File: src/rtl/fifo_pkg.sv
// Shared types and sizing helpers for the synchronous FIFO.
package fifo_pkg;

  localparam int FIFO_DEF_WIDTH = 16;
  localparam int FIFO_DEF_DEPTH = 16;

  typedef struct packed {
    logic overflow;
    logic underflow;
  } fifo_err_t;

  // Occupancy width: must represent 0..depth inclusive.
  function automatic int cw_of(input int depth);
    return $clog2(depth + 1);
  endfunction

  function automatic int pw_of(input int depth);
    return (depth > 1) ? $clog2(depth) : 1;
  endfunction

  // Explicit wrap so non-power-of-two depths index correctly.
  function automatic int unsigned ptr_inc(input int unsigned ptr, input int unsigned depth);
    return (ptr == depth - 1) ? 32'd0 : ptr + 32'd1;
  endfunction

endpackage

File: src/rtl/fifo_mem.sv
// FIFO storage: one synchronous write port, one synchronous read port with a
// registered output. Contents are never reset; only the read register is.
module fifo_mem #(
  parameter int WIDTH = 16,
  parameter int DEPTH = 16,
  parameter int PW    = 4
) (
  input  logic             clk,
  input  logic             rst,
  input  logic             we,
  input  logic [PW-1:0]    waddr,
  input  logic [WIDTH-1:0] wdata,
  input  logic             re,
  input  logic [PW-1:0]    raddr,
  output logic [WIDTH-1:0] rdata
);

  logic [WIDTH-1:0] mem [DEPTH];
  logic [WIDTH-1:0] rdata_reg;

  always_ff @(posedge clk) begin
    if (we) begin
      mem[waddr] <= wdata;
    end
  end

  always_ff @(posedge clk) begin
    if (rst) begin
      rdata_reg <= '0;
    end else if (re) begin
      rdata_reg <= mem[raddr];
    end
  end

  assign rdata = rdata_reg;

endmodule

File: src/rtl/fifo_sync.sv
// Single-clock parametrised FIFO with occupancy count, almost-full/empty
// thresholds and sticky overflow/underflow flags.
module fifo_sync
  import fifo_pkg::*;
#(
  parameter int WIDTH     = FIFO_DEF_WIDTH,
  parameter int DEPTH     = FIFO_DEF_DEPTH,
  parameter int AFULL_TH  = DEPTH - 2,
  parameter int AEMPTY_TH = 2,
  localparam int CW       = cw_of(DEPTH)
) (
  input  logic             clk,
  input  logic             rst,
  input  logic             wpush,
  input  logic [WIDTH-1:0] wdata,
  output logic             wfull,
  output logic             almost_full,
  input  logic             rpop,
  output logic [WIDTH-1:0] rdata,
  output logic             rempty,
  output logic             almost_empty,
  output logic [CW-1:0]    count,
  output logic             overflow,
  output logic             underflow,
  input  logic             clr_err
);

  localparam int PW = pw_of(DEPTH);

  logic [PW-1:0] wptr_reg, wptr_next;
  logic [PW-1:0] rptr_reg, rptr_next;
  logic [CW-1:0] count_reg, count_next;
  fifo_err_t     err_reg, err_next;
  logic          push_ok, pop_ok;

  // Flags decode only the registered count, so they move strictly after an edge.
  assign wfull        = (count_reg == CW'(DEPTH));
  assign rempty       = (count_reg == '0);
  assign almost_full  = (int'(count_reg) >= AFULL_TH);
  assign almost_empty = (int'(count_reg) <= AEMPTY_TH);
  assign count        = count_reg;
  assign overflow     = err_reg.overflow;
  assign underflow    = err_reg.underflow;

  always_comb begin
    push_ok    = wpush & ~wfull;
    pop_ok     = rpop & ~rempty;
    wptr_next  = wptr_reg;
    rptr_next  = rptr_reg;
    count_next = count_reg;
    err_next   = err_reg;

    if (push_ok) begin
      wptr_next = PW'(ptr_inc(32'(wptr_reg), DEPTH));
    end
    if (pop_ok) begin
      rptr_next = PW'(ptr_inc(32'(rptr_reg), DEPTH));
    end

    case ({push_ok, pop_ok})
      2'b10:   count_next = count_reg + CW'(1);
      2'b01:   count_next = count_reg - CW'(1);
      default: count_next = count_reg;
    endcase

    // A new rejection in the same cycle as clr_err keeps the flag set.
    err_next.overflow  = (err_reg.overflow  & ~clr_err) | (wpush & wfull);
    err_next.underflow = (err_reg.underflow & ~clr_err) | (rpop & rempty);
  end

  always_ff @(posedge clk) begin
    if (rst) begin
      wptr_reg  <= '0;
      rptr_reg  <= '0;
      count_reg <= '0;
      err_reg   <= '0;
    end else begin
      wptr_reg  <= wptr_next;
      rptr_reg  <= rptr_next;
      count_reg <= count_next;
      err_reg   <= err_next;
    end
  end

  fifo_mem #(
    .WIDTH (WIDTH),
    .DEPTH (DEPTH),
    .PW    (PW)
  ) u_mem (
    .clk   (clk),
    .rst   (rst),
    .we    (push_ok & ~rst),
    .waddr (wptr_reg),
    .wdata (wdata),
    .re    (pop_ok & ~rst),
    .raddr (rptr_reg),
    .rdata (rdata)
  );

endmodule

File: config.mk
export PLATFORM = sky130hd
export DESIGN_NAME = fifo_sync
export DESIGN_NICKNAME = d
export VERILOG_FILES = /design/src/rtl/fifo_pkg.sv /design/src/rtl/fifo_mem.sv /design/src/rtl/fifo_sync.sv
export SDC_FILE = /design/constraint.sdc
export NUM_CORES = 1
export LEC_CHECK = 0
export CELL_PAD_IN_SITES_DETAIL_PLACEMENT = 0
export CELL_PAD_IN_SITES_GLOBAL_PLACEMENT = 2
export CORE_MARGIN = 8
export CORE_UTILIZATION = 46
export DETAILED_ROUTE_END_ITERATION = 10
export GPL_ROUTABILITY_DRIVEN = 0
export MAX_ROUTING_LAYER = met4
export PLACE_DENSITY = 0.76
export SETUP_SLACK_MARGIN = 0.1
export SKIP_LAST_GASP = 1
export SYNTH_ARGS = -nofsm -noshare
export SYNTH_HDL_FRONTEND = slang
export SYNTH_SLANG_ARGS = --single-unit
File: constraint.sdc
create_clock -name clk -period 3.6 [get_ports clk]
set_input_delay 0.72 -clock clk [delete_from_list [all_inputs] [get_ports clk]]
set_output_delay 0.72 -clock clk [all_outputs]
set_load 0.02 [all_outputs]
==> summary by stage, run 1 <==
Yosys
The Yosys step of the flow raised 0 warnings. In this run, synthesis produced a sequential element count of 287. The sequential fraction of the synthesis area is 0.740.

Each instance of the synthesized netlist takes up on average 17.7 sq um. The number of standard cells after synthesis is 636. In this run, synthesis inferred roughly 260 flip-flops with an integrated enable. The cell accounting for the most synthesized area is edfxtp_1.

The most used flip-flop cell after synthesis is edfxtp_1. The share of the synthesized area in the top cell type is 0.685. The synthesized netlist net count is ~670. The async set-reset flop share out of synthesis is 0. Counting instances in the post-synthesis netlist gives the leading cell types as edfxtp_1, mux2i_1, nor2_1.

In the post-synthesis netlist, the biggest area contributors are edfxtp_1, mux4_2, mux2i_1. Yosys instantiated no cell more often than edfxtp_1. The cell area that synthesis handed to floorplanning was between 10000 and 15000 sq um.

The post-synthesis cell type count is 44.

Critical path
The endpoint of the worst register-to-register path is count[4]. The register-to-register setup slack is between 0.6 and 0.7 ns. Of all nets on the critical path, the largest fanout is 11. The start point of the critical path is count[1]. The launching element type of the critical path is a register. The critical path is of the register to output pin type. The depth of the most critical reg-to-reg path is 10. The worst setup path is captured at an output pin. The worst path required time is 2.88 ns. The most critical setup path has its endpoint at rempty. Data arrives at the worst endpoint at around 2.4 ns. In this run the critical register-to-register path is launched from count[1].

GRT
The total overflow left after global routing is 0. The overall track demand over capacity in global routing is 0.169. The largest net degree at the start of global routing is 41. The number of antenna violations at the first check in global routing is 0. The first global-routing pass estimated around 36000 um of wire. The via count of the first global-routing pass is 5846.

Clocking
The clock network latency to the later pin of the worst-skew pair is between 0.5 and 0.6 ns. Gates resized during post-CTS repair numbered 0. The clock tree from TritonCTS is yes. The maximum number of buffers from clock root to sink is 3. The total of hold buffers inserted after clock tree synthesis is 0.

Buffers inserted during clock tree synthesis total 29. The clock-pin slew of the registers on the worst-case setup and hold paths is around 0.060 ns. The clock net in this run drives a total of 287 sinks.

The number of post-CTS setup repair buffers is 0. The maximum level of the CTS H-tree is 1. The tree is rooted in a clkbuf_16.

Finish
The share of post-route cells with drive strength above 1 is 0.154. From synthesis to final layout, the design area changed by 15.8%. For this run, the post-layout net count is 731.

Counting the fill cells in the layout gives 1878. The register with the most flip-flops in the layout has 256 of them. The number of diodes added for antenna fixing is 0.

Timing
Derived from the worst setup path, the maximum achievable clock frequency is 317 MHz. The worst path needs 3.15 ns of the cycle, external delays included. The post-layout worst setup margin is 0.449 ns.

The setup violation total in the final timing report is 0. The setup total negative slack is 0 ns. Setup repair after global routing left no endpoint under its margin. The number of max-slew violations in the final report is 0. The maximum clock skew at final layout is about 0.013 ns.

The final hold violation count was 0. Dividing the final minimum period by the clock period gives 0.875. In this run the tightest slew margin relative to its limit is 0.377. At the pin with the least slew margin, the transition time is 0.931 ns.

Outcome
The run finished with clean final reports.

Power and ir drop
Cell internal power was estimated by the tool at 6.32 mW. The fraction of power consumed by sequential logic is 0.452. The share of total power dissipated in combinational logic is 0.235. For this design the total switching power over the nets is 2.49 mW. For this design the static power due to leakage is 4.09 nW. Summing internal, switching and leakage power gives 8.81 mW. The proportion of power drawn by the clock network is 0.313. The switching part of the total is 0.283.

Across the VDD grid, the largest voltage drop is around 0.00033 V. The ratio of total power to cell area is 677 nW/um^2.

Die
For this configuration, the core starts out at a cell density of 0.464. The die covers between 20000 and 30000 sq um. The die span in x is ~170 um. In this run the core area contains 57 standard-cell rows. The core region is 24200 sq um. During I/O placement, the number of pins put on the boundary was 48. In this run the vertical extent of the chip is ~170 um.

Placed design
The half-perimeter wire length after placement is roughly 14000 um. Port buffering added 47 buffers. The pre-CTS worst setup slack is 0.379 ns.

Worst hold path
The tightest min-delay check is of the register to register type.

Drt
The via count of the routed design is a little under 6000. The first TritonRoute pass finished after 5 iterations. The number of nets with antenna violations after detailed routing is 0.

The number of vias per cell is 5.61. For this block, the routed nets add up to 23900 um of wire. The detailed-route DRC error count is 0. The per-cell routed wire length is 22.8 um. The number of design-rule violations left by the first detailed-router iteration is 489.

Run
The number of max-cap violations is 0.
-- worst min path at each step --
stage / from / end / slack, ns / depth (start not counted)
2_1_floorplan: wptr_reg[1] / wptr_reg[1] / 0.54 / 2
3_3_place_gp: u_mem.rdata[1] / u_mem.rdata[1] / 0.50 / 2
6_report: u_mem.rdata[4] / u_mem.rdata[4] / 0.51 / 2
5_1_grt: u_mem.rdata[1] / u_mem.rdata[1] / 0.53 / 2
4_1_cts: u_mem.rdata[4] / u_mem.rdata[4] / 0.52 / 2
3_5_place_dp: u_mem.rdata[4] / u_mem.rdata[4] / 0.51 / 2
-- kinds of logic after synthesis --
kind of cell | count (synthesis) | synth area share
buf+inv | 49 | 0.0222
fa+ha+maj | 9 | 0.0100
flops | 287 | 0.740
xor+xnor | 5 | 0.00390
mux | 100 | 0.127
simple gates | 94 | 0.0372
compound gates | 92 | 0.0596
-- routing by layer --
metal  global-route usage  vias to the layer above  share of wire
met1                0.227                     3018           0.44
met3               0.0233                       24          0.055
met5                    -                        -              0
met4               0.0364                        0          0.012
li1                     -                     2681              -
met2                0.275                      149           0.49
-- critical path: stages (launching register included) --
cell and delay [ns]:
dfxtp_1 0.42, or4_1 0.63, nor2_1 0.20, clkdlybuf4s50_1 0.64
-- layout by cell type, fill, tap and decap left out, drive strengths merged, types with 13 or more instances in the layout --
cell           Yosys  layout
buf               27      27
mux4              34      34
edfxtp           256     256
clkbuf            13      38
nor2              58      58
nand2             13      13
dfxtp             31      31
a311oi            16      16
mux2i             65      65
a22oi             18      18
clkdlybuf4s50      0      47
o22ai             31      31
-- metrics by stage --
stage	std cells	area, sq um	utilization	hold slack, ns
floorplan	636	11200	-	0.544
global placement	994	12100	0.502	0.499
detailed placement	994	12100	0.502	0.508
CTS	1046	13000	0.538	0.516
global route	1046	13000	0.538	0.531
finish	1046	13000	0.538	0.512
-- layout make-up --
| cell class | instances | area, sq um | area share |
|---|---|---|---|
| multi-input cells | 300 | 2700 | 0.208 |
| clock buffers | 38 | 769 | 0.0592 |
| inverters | 9 | 33.8 | 0.00260 |
| flip-flops and latches | 287 | 8310 | 0.639 |
| well taps | 324 | 405 | 0.0312 |
| repair buffers | 74 | 673 | 0.0518 |
| clock inverters | 14 | 111 | 0.00856 |
-- power by group through the flow --
stage	logic, mW	registers (mW)	clock network [mW]
after global routing	2.23	4.00	2.95
after detailed placement	2.09	4.05	0
after global placement	2.05	4.04	0
after floorplan	1.31	4.10	0
final	2.07	3.98	2.76
after CTS	2.10	3.98	2.81
Note: power is estimated with default switching activity, not from simulation.
==> run 2, diff against run 1 <==
- ABC_AREA: not set -> 1
- CORE_MARGIN: 8 -> not set
- CORE_UTILIZATION: 46 -> 40
==> run 2 against run 1 <==
  * Total power increased by 9.5%
  * Clock skew shrank 0.0021 ns
  * Critical path depth shrank 1
  * Fmax is 16% higher
  * Area after synthesis grew 7.4%
  * First-iteration DRC count up 11%
  * Wire length up 33%
  * Register-to-register slack better by 0.41 ns
  * Hold slack got worse by 0.033 ns
  * Sequential share of layout area down 5.0 points
  * Largest cell class unchanged
==> summary by stage, run 2 <==
Yosys
Of the post-synthesis cell area, the dominant cell type holds 0.637. The number of standard cells after synthesis is between 1000 and 1500. Counting instances in the post-synthesis netlist gives the leading cell types as nand2_1, edfxtp_1, nor2_1.

In the post-synthesis netlist, the biggest area contributors are edfxtp_1, nand2_1, dfxtp_1. The synthesized design spends more area on one cell type than any other, namely edfxtp_1. The mean area per synthesized cell is 10.4 sq um. The post-synthesis sequential element count is ~290. The post-synthesis cell type count is 28. The most used flip-flop cell after synthesis is edfxtp_1. The number of synthesis warnings is 0. The async set-reset flop share out of synthesis is 0. The synthesized netlist occupies a cell area of 12100 sq um. The share of the Yosys chip area taken by registers is 0.689. In this run, synthesis inferred 256 flip-flops with an integrated enable.

The synthesized netlist net count is 1194. The library cell with the highest instance count after synthesis is nand2_1.

Drt
Dividing the detail-routed wire length by the instance count gives 19.3 um. Routed signal wires occupy layers up through met4. In the detailed route, the total length drawn on met2 is ~15000 um. The number of vias per cell is 4.91. The detailed-route DRC error count is 0. The detailed-router iteration count before antenna repair is 5. For this block, wires on met1 add up to 14700 um. The number of design-rule violations left by the first detailed-router iteration is 543. For this block, the routed nets add up to between 30000 and 40000 um of wire.

The total length of routed met3 wires is 1430 um. The number of nets with antenna violations after detailed routing is 0. The routed layout has between 8000 and 9000 vias.

GRT
The via count of the first global-routing pass is 7845. The number of antenna violations at the first check in global routing was 0. The global-route wire length before repair is ~48000 um. The overall track demand over capacity in global routing is 0.218. The overall overflow remaining after global route is 0. The largest net degree at the start of global routing is approximately 130.

Die
The floorplan step set the die width to 176 um. The initial cell density of the core is 0.407. The die height is 176 um.

Row generation in the floorplan step produced 63 rows. The floorplan die area is between 30000 and 40000 sq um. The I/O pin total is 48.

The placeable core region is 29600 sq um.

Clocking
The clock passes through at most 3 buffers. The tree is rooted in a clkbuf_16. The number of buffers created by CTS is 34. Post-CTS timing repair inserted 0 buffers for setup. TritonCTS built the clock tree. At the later pin of the worst-skew pair, clock insertion delay measures 0.51 ns. The post-cts sizing count is 0. The clock-pin slew of the registers on the worst-case setup and hold paths is 0.06 ns. The maximum level of the CTS H-tree is 2. The total of hold buffers inserted after clock tree synthesis is 0. Clock tree synthesis found a total of around 290 sinks.

Finish
Leaving out fill and tap cells, the most frequent cell in the layout is nand2_1. Of the cells placed in the final design, the portion with a size suffix greater than 1 is 0.0809. The flip-flop count of the largest register after layout is about 260. The number of antenna diodes in the final layout is 0.

The library cells used most frequently in the layout, excluding fill and tap cells, are nand2_1, edfxtp_1, nor2_1, nand3_1, inv_1. The final layout contains between 1000 and 1500 nets. The post-layout utilization of the core is 0.476. The growth of design area from synthesis to finish is 16.9%. The count of non-filler cells in the finished layout is 1638.

Critical path
The largest driver fanout on the critical path is 7. The path type of the worst setup path is register to output pin. STA puts the critical path data arrival time at 2.01 ns. STA classifies the critical path endpoint as an output pin. The launching element type of the critical path is a register. The depth of the most critical reg-to-reg path is 15.

The worst path required time is roughly 2.9 ns.

Power and ir drop
The cell leakage power is 5.50 nW. Across the VDD grid, the largest voltage drop is roughly 0.00038 V. Power spread over the standard cell area amounts to 684 nW/um^2.

Timing
The maximum clock skew at final layout is 0.0107 ns. The final critical-path share of the clock period is 0.757. The headroom to the max-slew limit is 0.432. The top achievable clock speed is 367 MHz. The final hold violation count came to 0. Setup repair after global routing left no endpoint under its margin. The minimum clock period is 2.73 ns. At the pin with the least slew margin, the transition time is 0.852 ns.

The setup total negative slack is 0 ns. The setup violation total in the final timing report is 0. The number of max-slew violations in the final report came to 0.

Outcome
The run finished with clean final reports.

Placed design
The count of buffers added on input and output ports is 47. After detailed placement, the design holds a cell count of 1581. Detailed placement finished with a half-perimeter wire length of about 19000 um.

Worst hold path
The class of the tightest hold or removal check is register to register. The number of cells traversed by the worst hold path is 2.

Run
Across the run, the number of max-cap violations was 0.
-- run 2: through the flow --
stage / worst slack [ns] / hold slack, ns / total power, mW / area, sq um
after detailed placement: 0.630 / 0.464 / 6.60 / 13100
after global placement: 0.642 / 0.455 / 6.61 / 13100
after global routing: 0.698 / 0.514 / 10.2 / 14100
final: 0.874 / 0.479 / 9.65 / 14100
after floorplan: 0.996 / 0.471 / 5.67 / 12100
after CTS: 0.852 / 0.473 / 9.75 / 14100
-- run 2: path summary, 6_finish.rpt --
| path | slack (ns) | startpoint | to |
|---|---|---|---|
| setup / recovery | 0.87 | count[1] | almost_empty |
| hold / removal | 0.48 | overflow | overflow |
| setup reg to reg | 1.06 | count[1] | count[4] |
| hold reg to reg | 0.48 | overflow | overflow |
-- run 2: critical path: stages (launching register included) --
cell	delay, ns
dfxtp_1	0.39
a2111oi_0	0.42
clkdlybuf4s50_1	0.69
-- run 2: area by class of cell --
type	instances	area [sq um]
Timing Repair Buffer	82	808
Multi-Input combinational cell	744	3190
Sequential cell	287	8310
Inverter	78	295
Tap cell	390	488
Fill cell	2767	15500
Clock inverter	13	91.3
Clock buffer	44	910
-- run 2: power breakdown --
group | switching, mW | total [mW] | internal, mW
logic | 1.72 | 2.59 | 0.868
clock network | 1.30 | 3.15 | 1.85
registers | 0.123 | 3.91 | 3.79
-- run 2: metal layers --
layer,vias up,GRT usage
li1,3962,-
met1,3870,0.295
met5,-,-
met4,0,0.0634
met3,53,0.0323
met2,157,0.341
-- run 2: cell families after synthesis --
kind of cell,synth area share
AOI/OAI and AO/OA,0.0269
xor gates and xnor gates,0.00363
adders and majority gates,0.00934
buffers and inverters,0.0502
DFF,0.689
and+or+nand+nor,0.221
==> run 3, diff against run 2 <==
- clock period: 3.6 -> 2.85 ns (I/O delays scaled with it)
==> run 3 against run 2 <==
  * Register-to-register slack lost 0.48 ns
  * Via count shrank 1.3%
  * Hold slack lost 0.012 ns
  * Design area grew 2.2%
  * Sequential share of layout area shrank 1.3 points
  * Global-route usage shrank 0.31 points
  * Wire length shrank 1.5%
  * Non-clock buffer count grew 10
  * Combinational power grew 26%
  * Worst setup slack lost 0.61 ns
  * First-iteration DRC count shrank 5.5%
  * Sequential power grew 27%
  * Highest routed layer unchanged
==> summary by stage, run 3 (same netlist as run 2, synthesis figures left out) <==
Outcome
The flow ran to the end, and the final reports show no timing, DRC or antenna violations.

Timing
In the final timing run, aggregate negative setup slack is 0 ns. Setup violations remaining at the end of the flow were counted as 0. In this run the tightest slew margin relative to its limit is 0.320. Setup repair after global routing left no endpoint under its margin. Static timing analysis puts the maximum clock frequency at 387 MHz. For the final database, setup skew stands at 0.0209 ns. The number of max-slew violations in the final report is 0. The transition time at the pin with the least slew margin is 1.02 ns. Subtracting the final worst setup slack from the clock period gives 2.58 ns. Final hold analysis gives a worst-case slack of 0.467 ns.

Dividing the final minimum period by the clock period gives 0.906. The final hold violation count came to 0.

Clocking
The longest clock path from root to sink contains 3 buffers. The number of buffers created by CTS is 34. Clock-pin slew was measured on the worst setup and hold paths at 0.06 ns. TritonCTS built the clock tree. After clock tree synthesis, the flow added hold-fix buffers numbering 0. The clock network latency to the later pin of the worst-skew pair is ~0.5 ns. The root buffer cell chosen for the clock tree is clkbuf_16.

The maximum level of the CTS H-tree is 2. The post-cts sizing count is 0. The clock net sink count is 287.

Once the clock tree was built, the setup fixing pass inserted 0 buffers.

Run
Max-cap violations in this run came to 0.

Critical path
STA classifies the critical path startpoint as a register. STA puts the critical path data required time at around 2.3 ns. The setup path with the least slack is of type register to output pin.

In this run the worst path has a maximum fanout of 7. STA puts the critical path data arrival time at 2.01 ns. The worst setup path is captured at an output pin.

Die
For this configuration, the core starts out at a cell density of 0.407. The die height is between 150 and 200 um. The die span in x is 176 um. 48 I/O pins were placed. The floorplan die area is slightly above 30000 sq um. The number of core rows is 63. The placeable core region is slightly below 30000 sq um.

Worst hold path
The worst hold path belongs to the class register to register.

GRT
The first global-routing pass estimated 47100 um of wire. For met3 alone, demand over resource in global routing was 0.0277. The overall overflow remaining after global route is 0. The most used routing layer in global routing is met2. For met2 alone, demand over resource in global routing was 0.357.

Across every metal layer, demand over resource in global routing totals 0.215. The largest net degree at the start of global routing is 109. For this run, global-route usage on met1 was measured as 0.277. The via count of the first global-routing pass is 7744. The number of antenna violations at the first check in global routing is 1.

Finish
The leading cell type in the layout, fill and taps excluded is nand2_1. For this run, the post-layout net count is 1267. The share of post-route cells with drive strength above 1 is 0.0959. From synthesis to final layout, the design area changed by 19.5%. The register with the most flip-flops in the layout has 256 of them.

In the layout the commonest cells are nand2_1, edfxtp_1, nor2_1, nand3_1, inv_1.

Drt
The final route contains 7941 vias. After detailed routing, the number of remaining DRC violations is 0. The detailed-router iteration count before antenna repair is 5.

The number of nets with antenna violations after detailed routing is 0. The first routing iteration left ~500 violations. After detailed routing, the number of vias per cell comes to 4.80. Dividing the detail-routed wire length by the instance count gives between 15 and 20 um.

The total wirelength of the detailed-routed design is ~31000 um.

Power and ir drop
VDD sags by at most 0.000514 V. The overall power is 12.8 mW. For this design the static power due to leakage is 5.65 nW. Power spread over the standard cell area amounts to 889 nW/um^2.

Placed design
Once detailed placement completed, the half-perimeter wirelength came to slightly below 20000 um. The number of port buffers is between 40 and 50.
run 3: cell count changes in the layout (fill, tap and decap cells not counted):
cell	before	now
inv_6	1	0
clkbuf_1	9	4
inv_8	1	0
bufinv_16	1	6
clkinv_2	3	7
buf_12	6	9
clkinv_1	8	7
diode_2	0	1
clkbuf_8	0	1
clkbuf_16	35	37
buf_4	29	36
run 3: cell type report:
| type | count | area [sq um] |
|---|---|---|
| antenna | 1 | 2.50 |
| clock buffer | 42 | 955 |
| clock inverter | 19 | 238 |
| fill | 2758 | 15200 |
| inverter | 78 | 295 |
| multi-input combinational | 744 | 3190 |
| sequential | 287 | 8310 |
| tap | 390 | 488 |
| timing repair buffer | 92 | 921 |
run 3: metal layers:
metal	routed length, um	part of all wire	vias up
met4	622	0.020	0
met3	1170	0.037	43
met5	0	0	-
met2	15600	0.50	130
met1	13800	0.44	3772
li1	-	-	3996
run 3: worst max-delay path, cell delays in order, from the launching register on:
cell             delay (ns)
dfxtp_1                0.38
a2111oi_0              0.43
clkdlybuf4s50_1        0.69
run 3: where the power goes:
| group | total, mW | internal, mW | switching (mW) |
|---|---|---|---|
| Clock | 4.57 | 2.91 | 1.65 |
| Sequential | 4.97 | 4.79 | 0.183 |
| Combinational | 3.27 | 1.12 | 2.15 |
| Total | 12.8 | 8.82 | 3.98 |
run 3: path summary, 6_finish.rpt:
kind	startpoint	to	slack, ns	depth (start not counted)
worst max-delay path	count[1]	almost_empty	0.27	2
worst min-delay path	underflow	underflow	0.47	2
worst max register to register	count[1]	count[4]	0.58	14
worst min register to register	underflow	underflow	0.47	2
run 3: through the flow:
step	std cells	worst slack, ns	cell area (sq um)	utilization
floorplan	1164	0.246	12100	-
global placement	1591	0.256	13200	0.446
detailed placement	1591	0.258	13200	0.446
CTS	1652	0.231	14400	0.486
global route	1653	0.178	14400	0.486
finish	1653	0.268	14400	0.486
